`src/rtl/uart_tx.sv`:
```
// UART transmitter: start bit, 8 data bits LSB first, optional parity, one stop bit.
// One-entry holding buffer allows back-to-back frames with no idle gap.
module uart_tx (
    input  logic        clock_i,
    input  logic        reset_i,
    input  logic        send_i,
    input  logic [7:0]  data_i,
    input  logic        parity_bit_i,
    input  logic        parity_even_i,
    input  logic [15:0] clock_divider_i,
    output logic        serial_o,
    output logic        busy_o,
    output logic        full_o,
    output logic        done_o,
    output logic        overflow_o
);

    typedef enum logic [2:0] {IDLE, START, DATA, PARITY, STOP} state_t;

    state_t      state_q, state_d;
    logic [15:0] cnt_q, cnt_d;
    logic [15:0] div_q, div_d;
    logic [2:0]  bit_q, bit_d;
    logic [7:0]  shift_q, shift_d;
    logic [7:0]  buf_q, buf_d;
    logic        full_q, full_d;
    logic        send_q, send_d;
    logic        par_en_q, par_en_d;
    logic        par_val_q, par_val_d;
    logic        serial_q, serial_d;
    logic        done_q, done_d;
    logic        ovf_q, ovf_d;

    logic        req;
    logic        tick;
    logic        last_stop;
    logic        load_slot;
    logic        frame_go;
    logic [7:0]  src;
    logic [15:0] div_eff;

    always_comb begin
        state_d   = state_q;
        cnt_d     = cnt_q;
        div_d     = div_q;
        bit_d     = bit_q;
        shift_d   = shift_q;
        buf_d     = buf_q;
        full_d    = full_q;
        par_en_d  = par_en_q;
        par_val_d = par_val_q;
        send_d    = send_i;
        done_d    = 1'b0;
        ovf_d     = 1'b0;
        frame_go  = 1'b0;
        src       = data_i;
        div_eff   = (clock_divider_i == 16'd0) ? 16'd1 : clock_divider_i;

        req       = send_i & ~send_q;
        tick      = (cnt_q == 16'd0);
        last_stop = (state_q == STOP) && tick;
        load_slot = (state_q == IDLE) || last_stop;

        // Bit timing within a running frame; the final stop cycle is handled as a load slot.
        if (state_q != IDLE && !last_stop) begin
            if (!tick) begin
                cnt_d = cnt_q - 16'd1;
            end else begin
                cnt_d = div_q - 16'd1;
                case (state_q)
                    START:  state_d = DATA;
                    DATA: begin
                        shift_d = shift_q >> 1;
                        if (bit_q == 3'd7) begin
                            state_d = par_en_q ? PARITY : STOP;
                        end else begin
                            bit_d = bit_q + 3'd1;
                        end
                    end
                    PARITY: state_d = STOP;
                    default: state_d = state_q;
                endcase
            end
        end

        if (load_slot) begin
            if (full_q) begin
                // Buffered byte goes first; a same-cycle request refills the freed slot.
                src      = buf_q;
                frame_go = 1'b1;
                if (req) begin
                    buf_d = data_i;
                end else begin
                    full_d = 1'b0;
                end
            end else if (req) begin
                src      = data_i;
                frame_go = 1'b1;
            end
        end else if (req) begin
            if (full_q) begin
                ovf_d = 1'b1;
            end else begin
                buf_d  = data_i;
                full_d = 1'b1;
            end
        end

        if (last_stop) begin
            done_d = 1'b1;
            if (!frame_go) begin
                state_d = IDLE;
            end
        end

        if (frame_go) begin
            state_d   = START;
            shift_d   = src;
            div_d     = div_eff;
            cnt_d     = div_eff - 16'd1;
            bit_d     = 3'd0;
            par_en_d  = parity_bit_i;
            par_val_d = (^src) ^ ~parity_even_i;
        end

        case (state_d)
            START:   serial_d = 1'b0;
            DATA:    serial_d = shift_d[0];
            PARITY:  serial_d = par_val_d;
            default: serial_d = 1'b1;
        endcase
    end

    always_ff @(posedge clock_i or negedge reset_i) begin
        if (!reset_i) begin
            state_q   <= IDLE;
            cnt_q     <= 16'd0;
            div_q     <= 16'd1;
            bit_q     <= 3'd0;
            shift_q   <= 8'd0;
            buf_q     <= 8'd0;
            full_q    <= 1'b0;
            send_q    <= 1'b1;
            par_en_q  <= 1'b0;
            par_val_q <= 1'b0;
            serial_q  <= 1'b1;
            done_q    <= 1'b0;
            ovf_q     <= 1'b0;
        end else begin
            state_q   <= state_d;
            cnt_q     <= cnt_d;
            div_q     <= div_d;
            bit_q     <= bit_d;
            shift_q   <= shift_d;
            buf_q     <= buf_d;
            full_q    <= full_d;
            send_q    <= send_d;
            par_en_q  <= par_en_d;
            par_val_q <= par_val_d;
            serial_q  <= serial_d;
            done_q    <= done_d;
            ovf_q     <= ovf_d;
        end
    end

    assign serial_o   = serial_q;
    assign busy_o     = (state_q != IDLE);
    assign full_o     = full_q;
    assign done_o     = done_q;
    assign overflow_o = ovf_q;

endmodule

```
`config.mk`:
```
export PLATFORM = sky130hd
export DESIGN_NAME = uart_tx
export DESIGN_NICKNAME = d
export VERILOG_FILES = /design/src/rtl/uart_tx.sv
export SDC_FILE = /design/constraint.sdc
export NUM_CORES = 1
export LEC_CHECK = 0
export CAP_MARGIN = 20
export CORE_ASPECT_RATIO = 0.9
export CORE_MARGIN = 5
export CORE_UTILIZATION = 52
export DETAILED_ROUTE_END_ITERATION = 10
export GPL_TIMING_DRIVEN = 0
export HOLD_SLACK_MARGIN = 0.06
export PLACE_DENSITY_LB_ADDON = 0.15
export SYNTH_ARGS = -nofsm -noshare
export SYNTH_HDL_FRONTEND = slang
export SYNTH_SLANG_ARGS = --single-unit
```
`constraint.sdc`:
```
create_clock -name clock_i -period 3.1 [get_ports clock_i]
set_input_delay 0.465 -clock clock_i [delete_from_list [all_inputs] [get_ports clock_i]]
set_output_delay 0.465 -clock clock_i [all_outputs]
set_load 0.005 [all_outputs]
```
======== Word-level counts from Yosys, hierarchy flattened ========
Cells that the tools add are included.
storage, ports and cells
  logic and storage cells ................. 86
  flip-flop bits (word level) ............. 61
  input port bits ......................... 29
operators by class
  bitwise gates (word level) .............. 4
  eq/ne operators ......................... 10
  mux-type cells .......................... 38
  reductions and logical operators ........ 16
  $add $sub $neg .......................... 4
operators with widths
  operator               count
  $mux 8                 10
  $mux 16                4
  $sub 16x1->16 const B  3
  $mux 3                 11
  $logic_not 16->1       2
  $eq 3x2->1 const B     4
  $mux 1                 11
  $pmux 3 s3             1
  $reduce_bool 2->1      4
  $reduce_xor 8->1       1
  $eq 3x1->1 const B     2
  $eq 3x3->1 const B     2
  $ne 2x2->1 const B     2
  $reduce_and 4->1       1
  $add 3x1->3 const B    1
  $logic_not 3->1        1
  $pmux 1 s3             1
  $reduce_and 3->1       1
  $reduce_bool 3->1      1
  $logic_and 1x1->1      2
  $not 1->1              2
  $reduce_and 2->1       1
  $and 1x1->1            1
  $logic_not 1->1        1
  2 further kinds        2

======== Longest topological paths before layout ========
Gate-level depths: netlist (run 1).
  depth after elaboration ................. 9
  mapped depth ............................ 16

======== Worst setup path after synthesis (run 1) ========
OpenSTA, ideal clock, no wires.
  kind .................................... reg-to-reg
  start ................................... reg cnt_q[3]
  end ..................................... reg cnt_q[10]
  required time ........................... 3023 ps
  setup slack ............................. 26 ps
  arrival time ............................ 2997 ps
  cell stages (with the launch flop) ...... 15
  library setup time ...................... 77 ps
  buffers on the path ..................... 1
  cell sequence ........................... dfrtp_1 or3_4 a2111oi_4 a21oi_2 buf_6 or3_4 nand2_1 ha_1 nand3_1 a31oi_1 nand3_1 o21ai_0 o21ai_0 xor2_1 a21oi_1
between the ends
  cells in the longest elaborated chain, start to end .. 5
RTL lines
  element                                                line  text
  start, declared                                        21    logic [15:0] cnt_q, cnt_d;
  start signal, assigned                                 151   cnt_q <= cnt_d;
  branches (longest 5 deep; another with $sub 16x1->16)  n/a
Several ways; the timed one is not identified. The select of a mux whose other input is x is not followed.
A chain may end at the register's enable or synchronous reset.

======== Final worst setup path (run 1) ========
  start ................................... reg cnt_q[2]
  end ..................................... reg cnt_q[12]
The elaborated chain is that of the path after synthesis.

==> results.ini, run 1 <==
[status]
status = completed

[placed_design]
dpl.hpwl_um = 6610
globalplace.congestion = 0.964
io_buffers = 33
place_ws_ns = -0.853

[cells_and_area]
antenna_cells = 0
final_layout_size_suffix_gt1_share_pct = 17.4
n_fill_cell = 550
nets = 492
area.growth.synth_to_final_pct = 25.0

[clocking]
cts_tree = built
cts_root_buf = clkbuf_8
clk_pin_slew_worst_paths_ns = 0.07
worstSkewPairLatency_ns = 0.36
holdBufCountCts = 0
cts_sinks = 61
cts_made_buffers = 9
ctsLongestPathBuffers = 2
htree_levels = 3

[worst_setup_path]
reg2reg_from = cnt_q[2]
arrival_ns = 3.24
critPathLaunchType = flop
cp_max_fo = 5
worstSetupEndpointType = flop
reg2reg_depth = 14
critPathKind = reg -> reg
r2r-end = cnt_q[12]
cp.required_ns = 3.31
r2r_slack_ns = 0.07

[timing]
slew_headroom_pct = 23.6
final-setup-viol-count = 0
hold_viol = 0
rsz0062_at_grt = yes
worst_clock_skew_ns = 0.00941
layout_worst_path_cycle_share_pct = 97.8
worst_slack_ns = 0.0691
drv_slew = 0
setup_tns_ns = 0
tightest_slew_ns = 1.14
fin_crit_ns = 3.03
max_freq_mhz = 330

[run]
cap_violations = 0

[route]
drc = 0
ant_nets = 0
viasPerCell = 5.81
wirelength_um = 9460
post_drt_wl_per_cell_um = 17.1
drt_iter0_markers = 251
vias = 3223
first_pass_iters = 5

[yosys]
async_flop_share_pct = 100
synth_edf_count = 0
synth-main-ff-cell = dfrtp_1
synth_seq_area_share_pct = 43.0
yosysWarnings = 0
avgSynthCellArea_um2 = 8.95
syn_area_um2 = 3560
yosys.cell_types.count = 55
ys_seq_elements = 61
syn_nets = 430
netlist_instances = 398

[power_and_ir_drop]
netSwitchingPower_w = 0.000739
leakage_nw = 1.87
clockPowerShare_pct = 30.0
power.share.sequential_pct = 42.9
switching_share_pct = 31.3
internal_power_w = 0.00163
worst_ir_drop_vdd_mv = 0.303
combPwrFrac_pct = 27.1
cellPowerDensity_nw_per_um2 = 531

[global_routing]
antenna_found_initial = 0
met1_usage_pct = 31.5
grt_pass1_vias = 3138
grt_use_total_pct = 22.5
grt_max_degree = 36
grtUsageMet2_pct = 35.4
grt_pass1_wl_um = 15400
grt_overflow = 0
grt_most_used_layer = met2
met3_usage_pct = 4.81

[die]
die_height_um = 88.5
initial_core_util_pct = 53.8
dieArea_um2 = 8610
std_cell_rows = 28
ios = 34
fp.dieW_um = 97.2
core_um2 = 6620

[hold_path]
hp-class = in -> async

-- metal layers --
layer / share of wire (%) / wire length, µm
met1: 48 / 4550
met2: 44 / 4190
met3: 5.8 / 553
met4: 1.8 / 171
met5: 0 / 0
-- power groups by stage --
stage          logic, W  clock network [W]  registers, W
2_1_floorplan  0.000395                  0       0.00101
3_3_place_gp   0.000519                  0       0.00103
3_5_place_dp   0.000530                  0       0.00104
4_1_cts        0.000613           0.000716       0.00101
5_1_grt        0.000703           0.000760       0.00103
6_report       0.000641           0.000709       0.00101
-- worst max-delay path by stage --
stage	end	startpoint	slack [ns]	cells after the start
floorplan	cnt_q[10]	cnt_q[3]	0.03	14
CTS	cnt_q[14]	state_q[1]	0.003	14
detailed placement	cnt_q[14]	send_i	-0.85	15
global route	cnt_q[10]	cnt_q[2]	-0.06	14
global placement	cnt_q[14]	send_i	-0.84	13
finish	cnt_q[12]	cnt_q[2]	0.07	14
-- worst max-delay path: stages (launching register included) --
cell       delay (ns)
dfrtp_1          0.39
or3_4            0.42
a2111oi_4        0.33
a21oi_2          0.12
buf_6            0.13
or3_4            0.39
nand2_4          0.08
ha_4             0.15
nand3_2          0.05
a31oi_1          0.17
nand3_1          0.14
o21ai_4          0.13
o21ai_1          0.13
xnor2_1          0.15
a21oi_1          0.08
-- state kept, by name (all words and copies together), names as in the netlist --
signal      count
buf_q           8
par_val_q       1
cnt_q          16
overflow_o      1
full_o          1
state_q         3
serial_o        1
bit_q           3
shift_q         8
done_o          1
div_q          16
send_q          1
par_en_q        1
-- area by class of cell --
class,instances,area (µm²),area share [%]
multi-input combinational,317,2010,45.3
sequential,61,1530,34.4
timing repair buffer,54,494,11.1
clock buffer,12,145,3.26
tap,90,113,2.53
buffer,15,96.3,2.16
clock inverter,4,47.5,1.07
inverter,2,7.51,0.169
-- synthesized netlist by cell type, drive strengths merged, types with 2 or more instances --
master | number | area [µm²]
a2111oi | 2 | 55.1
mux2i | 13 | 130
mux2 | 10 | 113
o31ai | 2 | 15.0
buf | 7 | 50.1
nand4 | 2 | 12.5
xnor2 | 22 | 193
a221o | 3 | 30.0
nand2b | 2 | 12.5
a22oi | 3 | 22.5
a21oi | 33 | 169
or2 | 3 | 18.8
nor2b | 3 | 18.8
o22a | 2 | 17.5
or4 | 4 | 30.0
nor4 | 3 | 18.8
a31oi | 4 | 25.0
clkbuf | 11 | 41.3
xor2 | 7 | 61.3
o211ai | 4 | 35.0
nor3 | 15 | 80.1
ha | 3 | 37.5
inv | 2 | 7.51
nand3 | 8 | 40.0
or3 | 4 | 35.0
and3 | 3 | 18.8
dfrtp | 58 | 1450
nand2 | 71 | 267
nor2 | 44 | 165
a311o | 2 | 20.0
o21ai | 26 | 130
a21o | 2 | 15.0
dfstp | 3 | 78.8
o21a | 2 | 15.0
-- cells by family (layout without fill, tap and decap cells) --
group                      Yosys count  after routing  synth area share (%)
xor gates and xnor gates            29             29                  7.13
muxes                               23             23                  6.82
and+or+nand+nor                    168            168                  21.6
adders and majority gates            3              3                  1.05
DFF                                 61             61                  43.0
buffers and inverters               20             87                  2.78
AOI/OAI and AO/OA                   94             94                  17.7
-- layout by cell type (no fill, tap or decap), types with 4 or more instances in the layout --
master           Yosys  final
buf_4                1     21
o21ai_0             26     22
a31oi_1              4      4
clkdlybuf4s50_1      0     31
xor2_1               7      7
dfrtp_1             58     56
mux2i_1             13     13
clkbuf_8             0     10
xnor2_1             22     22
nor2_1              44     44
clkbuf_1            11     10
nand3_1              8      7
nor3_1              14     14
a21oi_1             32     32
nand2_1             71     70
mux2_2              10     10
-- metrics by stage --
| stage | instances | hold WS (ns) | total power (W) | area (µm²) | util (%) |
|---|---|---|---|---|---|
| floorplan | 398 | 0.169 | 0.00140 | 3560 | - |
| global placement | 521 | 0.456 | 0.00155 | 4000 | 60.5 |
| detailed placement | 522 | 0.470 | 0.00157 | 4020 | 60.7 |
| CTS | 545 | 0.151 | 0.00234 | 4330 | 65.4 |
| global route | 555 | 0.187 | 0.00249 | 4450 | 67.2 |
| finish | 555 | 0.128 | 0.00236 | 4450 | 67.2 |
-- repair_timing --
item | in CTS | in global routing
resized for setup | 18 | 12
setup endpoints to repair | 7 | 9
pin swaps | 3 | 10
setup buffers | 9 | 11
(Power assumes the default switching activity.)
==> run 2, diff against run 1 <==
--- a/config.mk
+++ b/config.mk
@@ -7,7 +7,7 @@
 export LEC_CHECK = 0
 export CAP_MARGIN = 20
 export CORE_ASPECT_RATIO = 0.9
-export CORE_MARGIN = 5
+export CORE_MARGIN = 2
 export CORE_UTILIZATION = 52
 export DETAILED_ROUTE_END_ITERATION = 10
 export GPL_TIMING_DRIVEN = 0
==> run 2 against run 1 <==
Compared with the run above:
- the run now ends with setup timing left
- critical path type unchanged
- sequential cell count unchanged
- design area increased by 1.4%
- register-to-register slack got worse by 0.097 ns
- largest power group unchanged
- first-iteration DRC count increased by 10%
==> results.ini, run 2 (synthesis gave the netlist of run 1 again) <==
[timing]
max_freq_mhz = 320
final-setup-viol-count = 2
worst_clock_skew_ns = 0.00843
slew_headroom_pct = 19.1
layout_worst_path_cycle_share_pct = 101
fin_crit_ns = 3.13
setup_tns_ns = -0.0539
worst_slack_ns = -0.0283
drv_slew = 0
holdWs_ns = 0.158
rsz0062_at_grt = yes
tightest_slew_ns = 1.20
hold_viol = 0

[global_routing]
grt_most_used_layer = met2
grt_max_degree = 34
antenna_found_initial = 0
grt_pass1_vias = 3073
grt_pass1_wl_um = 15500
grt_use_total_pct = 26.6
grt_overflow = 0
met3_usage_pct = 5.35
met1_usage_pct = 36.2
grtUsageMet2_pct = 43.3

[worst_setup_path]
worstSetupEndpointType = flop
crit_top_cell = or3_4
cp_max_fo = 6
max_stage_delay_ns = 0.43
critPathKind = reg -> reg
r2r_slack_ns = -0.03
critical_path_buf_inv_count = 1
path_cells = or3_4 > a2111oi_4 > a21oi_2 > buf_6 > or3_4 > nand2_4 > ha_4 > nand3_2 > a31oi_1 > nand3_1 > o21ai_4 > o21ai_2 > xnor2_1 > a21oi_1
crit_family = simple AND/OR/NAND/NOR gates
critPathLaunchType = flop
cpMaxStageDelayCell = or3_4
cp.required_ns = 3.31
arrival_ns = 3.34

[route]
first_pass_iters = 5
viasPerCell = 5.92
drc = 0
post_drt_wl_per_cell_um = 17.5
ant_nets = 0
vias = 3299
drt_iter0_markers = 277
wirelength_um = 9760

[cells_and_area]
final_layout_size_suffix_gt1_share_pct = 19.5
stdcell_count = 557
antenna_cells = 0
final_cell_mix = 70 x nand2_1, 54 x dfrtp_1, 44 x nor2_1
area.growth.synth_to_final_pct = 26.8
nets = 494
final_common_cell = nand2_1
largest_registers = cnt_q: 16 flops, div_q: 16 flops

[power_and_ir_drop]
leakage_nw = 1.89
cellPowerDensity_nw_per_um2 = 534
power_w = 0.00241
worst_ir_drop_vdd_mv = 0.296

[placed_design]
dp_cells = 522
io_buffers = 33
dpl.hpwl_um = 6790
globalplace.congestion = 0.919
place_ws_ns = -0.867

[die]
core_um2 = 6590
fp.dieW_um = 91.2
std_cell_rows = 28
ios = 34
initial_core_util_pct = 54.1
die_height_um = 82.5
dieArea_um2 = 7530

[clocking]
cts_made_buffers = 9
ctsLongestPathBuffers = 2
clk_pin_slew_worst_paths_ns = 0.07
cts_sinks = 61
cts_root_buf = clkbuf_8
holdBufCountCts = 0
worstSkewPairLatency_ns = 0.35
cts_tree = built
htree_levels = 3

[status]
violations = setup timing
status = finished, violations left

[hold_path]
hp-class = in -> async

[run]
cap_violations = 0

[run 2: cell count changes in the layout (fill, tap and decap cells not counted), moves of 2 or more]
cell and delta:
clkbuf_1 -2, clkinvlp_4 +2, dfrtp_1 -2, dfrtp_2 +2
[run 2: where the power goes]
part / switching (W) / total [W] / internal (W)
sequential: 0.000118 / 0.00103 / 0.000911
combinational: 0.000324 / 0.000652 / 0.000328
clock: 0.000340 / 0.000730 / 0.000390
[run 2: worst register-to-register path: stages, from the launching register on]
cell and delay (ns):
dfrtp_1 0.42, or3_4 0.43, a2111oi_4 0.32, a21oi_2 0.12, buf_6 0.13, or3_4 0.40
nand2_4 0.08, ha_4 0.17, nand3_2 0.06, a31oi_1 0.19, nand3_1 0.15, o21ai_4 0.15
o21ai_2 0.10, xnor2_1 0.18, a21oi_1 0.09
[run 2: per-stage QoR]
stage	util [%]	area, µm²
after floorplan	-	3560
after global placement	60.8	4000
after detailed placement	61.0	4020
after CTS	65.9	4340
after global routing	68.5	4510
final	68.5	4510
[run 2: path summary, 6_finish.rpt]
path | startpoint | endpoint | cells past startpoint
setup / recovery | cnt_q[2] | cnt_q[12] | 14
hold / removal | reset_i | cnt_q[2] | 1
setup reg to reg | cnt_q[2] | cnt_q[12] | 14
hold reg to reg | div_q[13] | div_q[13] | 2
max in group asynchronous | reset_i | serial_o | 2
min in group clock_i | send_i | send_q | 1
[run 2: timing repair]
| action | 4_1_cts | 5_1_grt |
|---|---|---|
| gates resized for setup | 19 | 21 |
| buffers inserted | 8 | 13 |
| endpoints found under the setup margin | 11 | 10 |
| pin swaps | 3 | 15 |
[run 2: cell type report]
type                    count  area [µm²]
plain buffers              16         111
clock buffers              10         138
clock inverters             6        62.6
fillers                   546        2070
inverters                   2        7.51
multi-input cells         317        2040
flip-flops and latches     61        1540
well taps                  90         113
repair buffers             55         505
[run 2: per-layer routing]
| layer | up-vias | share of wire (%) |
|---|---|---|
| li1 | 1543 | - |
| met5 | - | 0 |
| met4 | 0 | 1.4 |
| met2 | 148 | 47 |
| met1 | 1592 | 46 |
| met3 | 16 | 6.3 |
==> run 3, diff against run 2 <==
--- a/config.mk
+++ b/config.mk
@@ -6,12 +6,15 @@
 export NUM_CORES = 1
 export LEC_CHECK = 0
 export CAP_MARGIN = 20
+export CELL_PAD_IN_SITES_DETAIL_PLACEMENT = 0
+export CELL_PAD_IN_SITES_GLOBAL_PLACEMENT = 1
 export CORE_ASPECT_RATIO = 0.9
 export CORE_MARGIN = 2
-export CORE_UTILIZATION = 52
+export CORE_UTILIZATION = 40
 export DETAILED_ROUTE_END_ITERATION = 10
 export GPL_TIMING_DRIVEN = 0
 export HOLD_SLACK_MARGIN = 0.06
+export MAX_ROUTING_LAYER = met4
 export PLACE_DENSITY_LB_ADDON = 0.15
 export SYNTH_ARGS = -nofsm -noshare
 export SYNTH_HDL_FRONTEND = slang
==> run 3 against run 2 <==
Compared with the run above:
- the flow now finishes without violations
- sequential share of layout area about the same
- non-clock buffer count increased by 1
- cell count up 5.4%
- first-iteration DRC count decreased by 60%
- largest power group unchanged
==> results.ini, run 3 (synthesis gave the netlist of run 1 again) <==
[timing]
fin_crit_ns = 3.03
tightest_slew_ns = 0.800
max_freq_mhz = 330
hold_viol = 0
slew_headroom_pct = 46.7
final-setup-viol-count = 0
worst_clock_skew_ns = 0.00938
drv_slew = 0
setup_tns_ns = 0
rsz0062_at_grt = yes
layout_worst_path_cycle_share_pct = 97.8

[global_routing]
grt_overflow = 0
grt_pass1_vias = 3086
grt_max_degree = 62
antenna_found_initial = 0
grt_pass1_wl_um = 16100
grt_use_total_pct = 22.7

[worst_setup_path]
crit_family = simple AND/OR/NAND/NOR gates
max_stage_delay_ns = 0.58
worstSetupEndpointType = flop
cp_max_fo = 4
crit_cells = 12
cp.required_ns = 3.30
cpMaxStageDelayCell = or4_4
reg2reg_depth = 13
path_cells = clkdlybuf4s50_1 > or4_4 > or2_4 > nor3_2 > or3_4 > nand2_4 > ha_4 > buf_4 > and3_1 > a41oi_2 > mux2i_1 > o221ai_1
critPathKind = in -> reg
critical_path_buf_inv_count = 2
arrival_ns = 3.24
critPathLaunchType = input pin

[power_and_ir_drop]
clockPowerShare_pct = 27.3
internal_power_w = 0.00153
power.share.sequential_pct = 44.5
power_w = 0.00230
leakage_nw = 1.88
worst_ir_drop_vdd_mv = 0.181
cellPowerDensity_nw_per_um2 = 508
netSwitchingPower_w = 0.000768
switching_share_pct = 33.4
combPwrFrac_pct = 28.1

[hold_path]
hp-class = in -> async

[die]
std_cell_rows = 32
ios = 34
fp.dieW_um = 103
die_height_um = 93.5
dieArea_um2 = 9670
initial_core_util_pct = 41.4
core_um2 = 8610

[clocking]
cts_made_buffers = 9
cts_root_buf = clkbuf_8
ctsLongestPathBuffers = 2
cts_sinks = 61
htree_levels = 3
worstSkewPairLatency_ns = 0.35
holdBufCountCts = 0
cts_tree = built
clk_pin_slew_worst_paths_ns = 0.08

[cells_and_area]
final_cell_mix = 70 x nand2_1, 53 x dfrtp_1, 44 x nor2_1
nets = 495
area.growth.synth_to_final_pct = 27.0
final_common_cell = nand2_1
antenna_cells = 0
final_layout_size_suffix_gt1_share_pct = 19.7
n_fill_cell = 855
stdcell_count = 587
design_area_um2 = 4520
largest_registers = cnt_q: 16 flops, div_q: 16 flops

[route]
post_drt_wl_per_cell_um = 16.8
ant_nets = 0
viasPerCell = 5.30
drt_iter0_markers = 111
wirelength_um = 9870
first_pass_iters = 5
vias = 3112
drc = 0

[run]
cap_violations = 0

[placed_design]
globalplace.congestion = 0.900
post_dp_cell_area_um2 = 4040
dp_cells = 550
dpl.hpwl_um = 6890
io_buffers = 33

[status]
status = completed

run 3: cell count changes in the layout (fill, tap and decap cells not counted), sizes merged:
cell,before,now
clkbuf,18,20
bufinv,1,0
clkdlybuf4s50,31,30
clkinv,2,3
clkinvlp,3,2
dlygate4sd2,0,1
run 3: worst reg2reg max path: cells and delay by family (launching register included):
kind	cells	cell delay, ns
adders and majority gates	1	0.15
DFF	1	0.42
AOI/OAI and AO/OA	4	0.82
xor gates and xnor gates	1	0.11
and+or+nand+nor	4	0.98
buffers and inverters	3	0.41
run 3: per-layer routing:
metal  vias up  part of all wire (%)  track usage, %  wire length [µm]
li1       1553                     -               -                 -
met1      1480                    48            31.7              4760
met2        75                    46            33.2              4570
met3         4                   5.0            4.48               492
met4         0                  0.56            7.24                55
met5         -                     0               -                 0
run 3: stage by stage:
stage | hold WS (ns) | worst slack [ns] | util (%)
2_1_floorplan | 0.169 | 0.0258 | -
3_3_place_gp | 0.461 | -0.930 | 46.9
3_5_place_dp | 0.467 | -0.919 | 46.9
4_1_cts | 0.231 | 0.00376 | 50.5
5_1_grt | 0.268 | -0.103 | 52.5
6_report | 0.206 | 0.0683 | 52.5
run 3: what timing repair did:
item                                    4_1_cts  5_1_grt
resized for setup                            21       22
setup buffers                                10       13
endpoints found under the setup margin       11       10
pin swaps                                     3       15
run 3: path summary, 6_finish.rpt:
kind                                    start   endpoint  slack, ns
min in group clock_i                   send_i     send_q       0.43
min reg2reg                         par_val_q  par_val_q       0.48
min                                   reset_i   buf_q[6]       0.21
max                        clock_divider_i[8]   cnt_q[4]       0.07
max reg2reg                        state_q[0]   cnt_q[8]       0.09
max in group asynchronous             reset_i   cnt_q[7]       2.33
run 3: final cells by class:
class	instances	area [µm²]	share of cell area, %
clock inverters	5	37.5	0.830
clock buffers	11	131	2.91
flip-flops and latches	61	1540	34.0
plain buffers	15	105	2.32
multi-input cells	317	2050	45.3
inverters	2	7.51	0.166
repair buffers	57	507	11.2
well taps	119	149	3.29
run 3: power groups by stage:
stage          Sequential, W  Clock, W  Combinational, W
6_report             0.00102  0.000628          0.000646
5_1_grt              0.00104  0.000686          0.000717
4_1_cts              0.00101  0.000655          0.000620
3_5_place_dp         0.00104         0          0.000536
3_3_place_gp         0.00104         0          0.000526
2_1_floorplan        0.00101         0          0.000395
==> variant (settings of run 3) <==
Re-encode `state_t` (5 states) as one-hot, 5 bits wide.
--- a/src/rtl/uart_tx.sv
+++ b/src/rtl/uart_tx.sv
@@ -16,5 +16,5 @@
 );
 
-    typedef enum logic [2:0] {IDLE, START, DATA, PARITY, STOP} state_t;
+    typedef enum logic [4:0] {IDLE = 5'b00001, START = 5'b00010, DATA = 5'b00100, PARITY = 5'b01000, STOP = 5'b10000} state_t;
 
     state_t      state_q, state_d;
Behaviour: same outputs for any inputs over 10 cycles, from zero or initial values and one cycle with reset_i low; not proved beyond that.
==> variant against run 3 <==
The flow now finishes with violations (negative setup slack); clock skew is 2.2 ps higher; non-clock buffer count increased by 9; clock power up 8.9%; routed wire length up 7.7%; final area is 8.8% higher; die area increased by 8.3%; critical path depth increased by 2; sequential cell count grew 2; total power up 4.0%; setup slack worse by 250 ps; area after synthesis is 8.6% higher; sequential share of layout area is 1.7 points lower; first-iteration DRC count up 61%; largest power group unchanged.
==> variant: results (changes against run 3) <==
Critical path
  • Critical-path top delay cell: or4b_4 (was or4_4)
  • CP arrival: 3540 ps (was 3240 ps)
  • Worst R2R Setup Slack: -180 ps (was 90 ps)
  • CP max FO: 7 (was 4)

Global routing
  • M3 GR Usage: 0.0476 (was 0.0448)
  • Largest net degree at the start of global routing: 64 (was 62)
  • Total GRT Usage: 0.229 (was 0.227)
  • Met2 GRT Util: 0.333 (was 0.332)

Place
  • Worst slack at placement: -1310 ps (was -919 ps)
  • RD Place Congestion: 0.847 (was 0.900)
  • HPWL after detailed placement: 7.43 mm (was 6.89 mm)

Cells and area
  • Layout cells sized above 1: 0.235 (was 0.197)
  • FILL cells: 936 (was 855)
  • NumNets Final: 518 (was 495)

Drt
  • Met1 Wirelength: 5.31 mm (was 4.76 mm)
  • Metal3 WL: 473 µm (was 492 µm)
  • 1st-pass router iterations: 4 (was 5)
  • Drt first-iter violations: 179 (was 111)
  • Drt wl/cell: 17.3 µm (was 16.8 µm)
  • Met2 WL: 4.66 mm (was 4.57 mm)
  • DR vias/cell: 5.48 (was 5.30)

Logic synthesis
  • Top cells by area, synth: dfrtp_1 38%, nand2_1 5.9%, xnor2_1 4.3% (was dfrtp_1 41%, nand2_1 7.5%, xnor2_1 5.4%)
  • Post-Synth Adder-Cell Area: 0.0155 (was 0.0105)
  • Unique masters post-synth: 74 (was 55)
  • Register area share after synthesis: 0.409 (was 0.430)
  • XOR/XNOR share of the synthesized area: 0.0521 (was 0.0713)
  • Post-synthesis compound-gate area fraction: 0.189 (was 0.177)

Run status
  • Failing checks: negative setup slack
  • Outcome: finished with violations (was complete, no violations)

Power
  • Combinational power share: 0.278 (was 0.281)
  • Switching Fraction: 0.327 (was 0.334)
  • P_leak: 2.10 nW (was 1.88 nW)
  • Max VDD drop: 0.342 mV (was 0.181 mV)

STA
  • Worst relative slew slack: 0.444 (was 0.467)
  • Final setup fails: 5 (was 0)
  • Final setup margin: -179 ps (was 68.3 ps)

Clocking
  • Resize count post-CTS: 26 (was 21)
-- variant: cell count changes after synthesis, sizes merged, moves of 3 or more --
| cell | delta |
|---|---|
| a31oi | +7 |
| buf | +8 |
| clkbuf | -7 |
| inv | +4 |
| mux2i | +3 |
| nand2 | -10 |
| nand3 | -6 |
| nor4 | +3 |
| nor4b | +3 |
| o21ai | -3 |
| o22ai | +3 |
| or3 | +5 |
| xnor2 | -3 |
| xor2 | -3 |
-- variant: worst register-to-register path: stages, from the launching register on --
cell,delay (ps)
dfrtp_2,450
nor4_4,310
and4_1,240
buf_6,120
a21o_1,120
buf_6,130
buf_12,130
o21a_1,180
ha_4,140
or4b_4,480
nor3_4,200
and2_4,180
nor2_4,60
or3_1,320
a31oi_1,160
-- variant: path summary, 6_finish.rpt --
check                           startpoint   endpoint  cells after the start
worst max-delay path              cnt_q[9]   cnt_q[8]                     14
worst min-delay path               reset_i   bit_q[0]                      1
worst max register to register    cnt_q[9]   cnt_q[8]                     14
worst min register to register   div_q[15]  div_q[15]                      2
max in group asynchronous          reset_i   cnt_q[6]                      1
min in group clock_i                send_i     send_q                      1
-- variant: through the flow --
stage          instances  cell area, µm²   util  TNS, ps  hold slack (ps)
5_1_grt              615            4920  0.516    -1580              280
4_1_cts              605            4800  0.504     -817              250
2_1_floorplan        412            3910      -    -1080              169
3_5_place_dp         571            4390  0.461    -6960              464
3_3_place_gp         571            4400  0.461   -46380              467
6_report             615            4920  0.516     -639              222
-- variant: area by class of cell --
class                   instances  area [µm²]  area share
clock inverters                 5        50.0      0.0102
repair buffers                 65         571       0.116
multi-input cells             324        2260       0.459
well taps                     126         158      0.0321
clock buffers                  10         128      0.0259
flip-flops and latches         63        1590       0.323
plain buffers                  16         145      0.0295
inverters                       6        22.5     0.00458
